===== src/rtl/fetch_stage.sv =====
// -----------------------------------------------------------------------------
// fetch_stage
//   Instruction fetch stage of a simple in-order RISC-V pipeline. Holds the
//   program counter, the IF/ID pipeline register and a count of real
//   instructions handed to decode. Each rising edge is classified as one of:
//     redirect : reload PC with the word-aligned target and bubble IF/ID
//     stall    : hold everything
//     normal   : capture the fetched word into IF/ID and advance PC by 4
//   Redirect has priority over stall.
//
// Ports
//   clk            in   1   clock, rising-edge active
//   rst_n          in   1   asynchronous active-low reset
//   stall_i        in   1   hold request from hazard logic
//   redirect_i     in   1   taken branch/jump, flush and reload PC
//   redirect_pc_i  in   32  redirect target (bits [1:0] ignored)
//   imem_addr_o    out  32  instruction memory byte address (= PC)
//   imem_rdata_i   in   32  instruction word at imem_addr_o (combinational)
//   ifid_pc_o      out  32  PC of the instruction in IF/ID
//   ifid_pc4_o     out  32  ifid_pc_o + 4 (32-bit wrap)
//   ifid_instr_o   out  32  instruction word in IF/ID
//   ifid_valid_o   out  1   IF/ID holds a real instruction (0 = bubble)
//   fetch_count_o  out  32  number of instructions loaded valid into IF/ID
// -----------------------------------------------------------------------------
module fetch_stage #(
    parameter logic [31:0] RESET_PC  = 32'h0000_0000,
    parameter logic [31:0] NOP_INSTR = 32'h0000_0013
) (
    input  logic        clk,
    input  logic        rst_n,
    input  logic        stall_i,
    input  logic        redirect_i,
    input  logic [31:0] redirect_pc_i,
    output logic [31:0] imem_addr_o,
    input  logic [31:0] imem_rdata_i,
    output logic [31:0] ifid_pc_o,
    output logic [31:0] ifid_pc4_o,
    output logic [31:0] ifid_instr_o,
    output logic        ifid_valid_o,
    output logic [31:0] fetch_count_o
);

    logic [31:0] pc_r;
    logic [31:0] ifid_pc_r;
    logic [31:0] ifid_pc4_r;
    logic [31:0] ifid_instr_r;
    logic        ifid_valid_r;
    logic [31:0] fetch_count_r;

    logic [31:0] pc_next_s;
    logic [31:0] ifid_pc_next_s;
    logic [31:0] ifid_pc4_next_s;
    logic [31:0] ifid_instr_next_s;
    logic        ifid_valid_next_s;
    logic [31:0] fetch_count_next_s;
    logic [31:0] pc_plus4_s;

    // Sequential PC increment; natural 32-bit overflow gives the required wrap.
    assign pc_plus4_s = pc_r + 32'd4;

    // Priority decode of redirect / stall / normal and next-state values.
    always_comb begin
        pc_next_s          = pc_r;
        ifid_pc_next_s     = ifid_pc_r;
        ifid_pc4_next_s    = ifid_pc4_r;
        ifid_instr_next_s  = ifid_instr_r;
        ifid_valid_next_s  = ifid_valid_r;
        fetch_count_next_s = fetch_count_r;
        if (redirect_i) begin
            // Target is forced word-aligned; the in-flight fetch becomes a bubble
            // and imem_rdata_i is ignored.
            pc_next_s         = {redirect_pc_i[31:2], 2'b00};
            ifid_pc_next_s    = 32'h0000_0000;
            ifid_pc4_next_s   = 32'h0000_0000;
            ifid_instr_next_s = NOP_INSTR;
            ifid_valid_next_s = 1'b0;
        end else if (stall_i) begin
            // Hold: defaults above keep every register unchanged.
            pc_next_s = pc_r;
        end else begin
            pc_next_s          = pc_plus4_s;
            ifid_pc_next_s     = pc_r;
            ifid_pc4_next_s    = pc_plus4_s;
            ifid_instr_next_s  = imem_rdata_i;
            ifid_valid_next_s  = 1'b1;
            fetch_count_next_s = fetch_count_r + 32'd1;
        end
    end

    // PC, IF/ID and fetch counter registers with asynchronous reset.
    always_ff @(posedge clk or negedge rst_n) begin
        if (!rst_n) begin
            pc_r          <= RESET_PC;
            ifid_pc_r     <= 32'h0000_0000;
            ifid_pc4_r    <= 32'h0000_0000;
            ifid_instr_r  <= NOP_INSTR;
            ifid_valid_r  <= 1'b0;
            fetch_count_r <= 32'h0000_0000;
        end else begin
            pc_r          <= pc_next_s;
            ifid_pc_r     <= ifid_pc_next_s;
            ifid_pc4_r    <= ifid_pc4_next_s;
            ifid_instr_r  <= ifid_instr_next_s;
            ifid_valid_r  <= ifid_valid_next_s;
            fetch_count_r <= fetch_count_next_s;
        end
    end

    assign imem_addr_o   = pc_r;
    assign ifid_pc_o     = ifid_pc_r;
    assign ifid_pc4_o    = ifid_pc4_r;
    assign ifid_instr_o  = ifid_instr_r;
    assign ifid_valid_o  = ifid_valid_r;
    assign fetch_count_o = fetch_count_r;

endmodule

===== config.mk =====
export PLATFORM = sky130hd
export DESIGN_NAME = fetch_stage
export DESIGN_NICKNAME = d
export VERILOG_FILES = /design/src/rtl/fetch_stage.sv
export SDC_FILE = /design/constraint.sdc
export NUM_CORES = 1
export LEC_CHECK = 0
export ABC_AREA = 1
export BUFFER_PORTS_ARGS = -buffer_cell sky130_fd_sc_hd__buf_4
export CORE_ASPECT_RATIO = 0.75
export CORE_UTILIZATION = 35
export DETAILED_ROUTE_END_ITERATION = 8
export GPL_TIMING_DRIVEN = 0
export HOLD_SLACK_MARGIN = 0.12
export SYNTH_ARGS = -nofsm -noshare
export SYNTH_HDL_FRONTEND = slang
export SYNTH_SLANG_ARGS = --single-unit

===== constraint.sdc =====
create_clock -name clk -period 1.45 [get_ports clk]
set_clock_uncertainty 0.1 [all_clocks]
set_input_delay 0.29 -clock clk [delete_from_list [all_inputs] [get_ports clk]]
set_output_delay 0.29 -clock clk [all_outputs]
set_load 0.01 [all_outputs]

# Word-level counts from Yosys, hierarchy flattened
# Index checks and enable logic that the tools add are counted.
# word_totals
ff_bits	161
output_inout_bits	161
# classes
add_sub_neg	2
reduce_logical	1
eq_ne	1
mux	9
bitwise	2
# ops
operator	n
two-way mux 32 bit	7
adder 32 x 1 -> 32 bit, second input constant	1
adder 32 x 3 -> 32 bit, second input constant	1
two-way mux 1 bit	2
!= test 2 x 1 -> 1 bit, second input constant	1
NOT 1 bit	2
AND reduction 2 bit	1

# Depth between registers and ports, before layout
# depth
word_depth	3
ltp_mapped	10
mapped_depth_nobuf	9

# Worst setup path after synthesis
# OpenSTA, ideal clock, no wires.
# synth_timing
kind	register -> register
from	register pc_r[3] (netlist: imem_addr_o[3])
to	register ifid_pc4_r[12] (netlist: ifid_pc4_o[12])
n_path_buf	0
period_less_slack_ps	1538
stages_incl_launch_ff	9
t_arrival_ps	1311
path_slack_ps	-88
cell_sequence	dfrtp_1 > ha_1 > nand2_1 > nor2_2 > nand2_2 > nor2_2 > a21oi_1 > o21ai_0 > nand2_1
# synth_via
elab_chain_cells	3
# synth_rtl
element	line_no	rtl
from (decl)	43	logic [31:0] pc_r;
from (signal assigned)	100	pc_r <= pc_next_s;
adder 32 x 3 -> 32 bit	59	assign pc_plus4_s = pc_r + 32'd4;
two-way mux 32 bit	77	end else if (stall_i) begin
two-way mux 32 bit	69	if (redirect_i) begin
to (signal assigned)	102	ifid_pc4_r <= ifid_pc4_next_s;
to (decl)	45	logic [31:0] ifid_pc4_r;
# Every way passes these cells. The select of a mux whose other input is x is not followed.
# A chain may end at the register's enable or synchronous reset.

# Worst setup path after layout
# layout_timing
from	register pc_r[3] (netlist: imem_addr_o[3])
to	register pc_r[11] (netlist: imem_addr_o[11])
# layout_via
elab_chain_cells	3
# layout_rtl
element	line_no
adder 32 x 3 -> 32 bit	59
two-way mux 32 bit	77
two-way mux 32 bit	69
# Every way passes these cells. The select of a mux whose other input is x is not followed.

==> key figures <==
Outcome
  – Status: finished, violations left
  – Violated checks: setup timing

Floorplan
  – Top Ports: between 200 and 250
  – Die W: 169 µm
  – Initial Util: 0.358
  – Die area: about 21000 µm²
  – Core area: between 20000 and 25000 µm²
  – Row count: 45
  – Height of the die: 127 µm

Power
  – Pwr/cell area: around 1000 nW/µm²
  – Peak VDD IR: ~0.74 mV
  – Static leakage: 5.78 nW

Setup path
  – CP required: about 1600 ps
  – CP Capture Type: flop
  – Max incr delay on CP: 450 ps
  – CP Launch Type: flop
  – Crit Reg-Reg Startpoint: imem_addr_o[3]$_DFFE_PN0N_
  – Critical Path Slowest Stage Cell: dfrtp_1
  – Crit Reg-Reg Endpoint: imem_addr_o[11]$_DFFE_PN0N_
  – R2R setup slack: -270 ps
  – Critical-path maximum fanout: 4
  – R2R depth: 7
  – WP data arrival: 1900 ps
  – Critical path launch point: imem_addr_o[3]$_DFFE_PN0N_
  – Crit path to: imem_addr_o[11]$_DFFE_PN0N_
  – WS Path Type: reg2reg
  – Most numerous cell on the critical path: buf_6
  – Cell Chain, Critical Path: buf_6 > nand2_1 > nor2_4 > buf_6 > nand3_4 > o211ai_1 > nand3_1

Synthesis
  – Share of the synthesized area in the top cell type: 0.526
  – Mean Syn Cell Area: 8.71 µm²
  – Synth Warn #: 0
  – Post-Synthesis Cells: between 800 and 900
  – Most frequent cells after synthesis: nand2_1 (279), dfrtp_1 (153), inv_1 (75), nor2_1 (57), o21ai_0 (53)
  – Ys flop type: dfrtp_1
  – Post-synthesis sequential area ratio: 0.536
  – Top cells by area, synth: dfrtp_1 (53%), nand2_1 (14%), inv_1 (3.9%)
  – Distinct cell type count after synthesis: 37
  – Yosys top cell by area: dfrtp_1
  – FF+latch count, synth: 156
  – Async SR Flop Fraction: 1.00
  – Most numerous cell in the Yosys netlist: nand2_1
  – Synthesized cell area: ~7300 µm²
  – Post-synth EDFFs: 0

Placed design
  – Gpl congestion: approximately 0.90
  – HPWL after DPL: ~18 mm
  – Pre-CTS setup slack: -402 ps
  – IO buf count: 223

Final layout
  – Nets: ~1300
  – Area delta synth->final: 59.7%
  – Final core occ: 0.572
  – Multi-input combinational cell area: ~3300 µm²
  – Share of layout cells above drive strength 1: 0.406
  – Sequential cell area: slightly below 4000 µm²
  – Fillers: between 1500 and 2000

Timing
  – RSZ-0062 raised after global routing: yes
  – Hold Fails Final Rpt: 0
  – Slew Limit Headroom: 0.547
  – Post-layout min period: 1720 ps
  – Setup-failing EPs final: 71
  – Fin Setup TNS: -10610 ps
  – Setup ws final: -266 ps
  – Fmax achieved: approximately 580 MHz
  – Least-Margin Pin Slew: around 680 ps
  – Tcrit/Tclk final: 1.18
  – Fin. max-slew vios: 0

CTS
  – Htree depth: 4
  – Root buf cell: clkbuf_16
  – CTS tree: built
  – Worst-path clk slew: 70 ps
  – Clk buf depth: 2
  – CTS Sinks: about 160
  – TritonCTS buffer count: 17
  – Clock Latency Late Sink: 420 ps

Route
  – Drt drc: 0
  – Routed wire length: 25.3 mm
  – Routed Antenna Nets: 0
  – DR vias: 7143
  – Drt first pass iters: 5
  – Vias per cell: 4.79
  – Routed wire per std cell: ~17 µm
  – DR iter-0 viols: slightly above 500

Global route
  – Antenna violations before repair: 1
  – Global-route wire length before repair: 38.5 mm
  – Vias in the first global route: around 6800
  – Largest net degree at the start of global routing: 94
  – Grt ovf: 0
  – Overall Global Routing Usage: 0.236

Run
  – Max Cap Viol: 0

Min path
  – Hold WC Path Type: in2reg
-- kinds of logic after synthesis --
logic type               after synthesis  share of synthesized area
other                                  1                   0.000515
AO/OA/AOI/OAI                        108                      0.101
XOR/XNOR                              22                     0.0264
buffers and inverters                110                     0.0673
AND/OR/NAND/NOR                      437                      0.265
adder cells (fa/ha/maj)                2                    0.00343
flip-flops                           156                      0.536
-- metrics by stage --
stage                     instance area (µm²)  instances  total power, mW  hold slack [ps]
final                                   11600       1492             12.0              201
after global routing                    11600       1492             12.5              214
after CTS                               11000       1459             11.8              180
after detailed placement                 9380       1343             6.90              273
after global placement                   9350       1342             6.86              368
after floorplan                          7320        837             5.83             -106
-- report_power, final --
group          switching [mW]  internal, mW  total [mW]
Combinational            1.18          1.14        2.32
Sequential              0.366          4.69        5.06
Clock                    1.97          2.63        4.60
-- layout by cell type (no fill, tap or decap), drive strengths merged --
cell type	synthesis	final
buf	25	301
nand2	286	286
dfrtp	153	153
inv	78	81
nor2	78	78
dlygate4sd3	0	64
o21ai	59	59
nand3	50	50
a22o	29	29
clkbuf	7	25
xnor2	13	13
o211ai	12	12
nand4	11	11
xor2	9	9
clkinv	0	8
nand3b	5	5
a21oi	5	5
nor3	5	5
o22a	3	3
dfstp	3	3
conb	1	2
bufinv	0	2
ha	2	2
diode	0	1
and2	1	1
or2	1	1
clkinvlp	0	1
-- worst max-delay path: cells and delay by family, from the launching register on --
family,cells,cell delay (ps)
DFF,1,450
AOI/OAI and AO/OA,1,280
buffers and inverters,2,280
and+or+nand+nor,4,480
-- worst min-delay path by stage --
stage | from | to | slack, ps | cells after the start
after floorplan | rst_n | fetch_count_o[0]$_DFFE_PN0P_ | -110 | 0
after global placement | ifid_pc4_o[28]$_DFFE_PN0N_ | ifid_pc4_o[28]$_DFFE_PN0N_ | 370 | 2
after detailed placement | rst_n | ifid_pc_o[4]$_DFFE_PN0N_ | 270 | 1
after CTS | redirect_i | imem_addr_o[31]$_DFFE_PN0N_ | 180 | 5
after global routing | redirect_i | imem_addr_o[31]$_DFFE_PN0N_ | 210 | 5
final | redirect_i | imem_addr_o[31]$_DFFE_PN0N_ | 200 | 5
-- area by class of cell --
cell class                 count  share of cell area
timing repair buffer         340               0.250
tap                          282              0.0303
clock buffer                  18              0.0377
clock inverter                14              0.0141
sequential                   156               0.339
antenna                        1            0.000215
multi-input combinational    571               0.285
buffer                        32              0.0180
inverter                      78              0.0258
-- state kept, by name, indices dropped and copies added (netlist names) --
register and cells:
imem_addr_o 30, ifid_instr_o 32, fetch_count_o 32, ifid_pc_o 31
ifid_valid_o 1, ifid_pc4_o 30
-- what timing repair did --
action	4_1_cts	5_1_grt
pin swaps	24	26
setup endpoints to repair	79	174
resized for setup	71	117
hold buffers	64	0
setup buffers	20	32
hold endpoints to repair	152	0
-- layer usage --
| layer | part of all wire | GRT usage | vias up |
|---|---|---|---|
| met5 | 0 | 0 | - |
| met4 | 0.019 | 0.0610 | 0 |
| met3 | 0.058 | 0.0499 | 31 |
| met2 | 0.44 | 0.349 | 235 |
| met1 | 0.49 | 0.350 | 3469 |
| li1 | - | - | 3408 |
(Power assumes the default switching activity.)
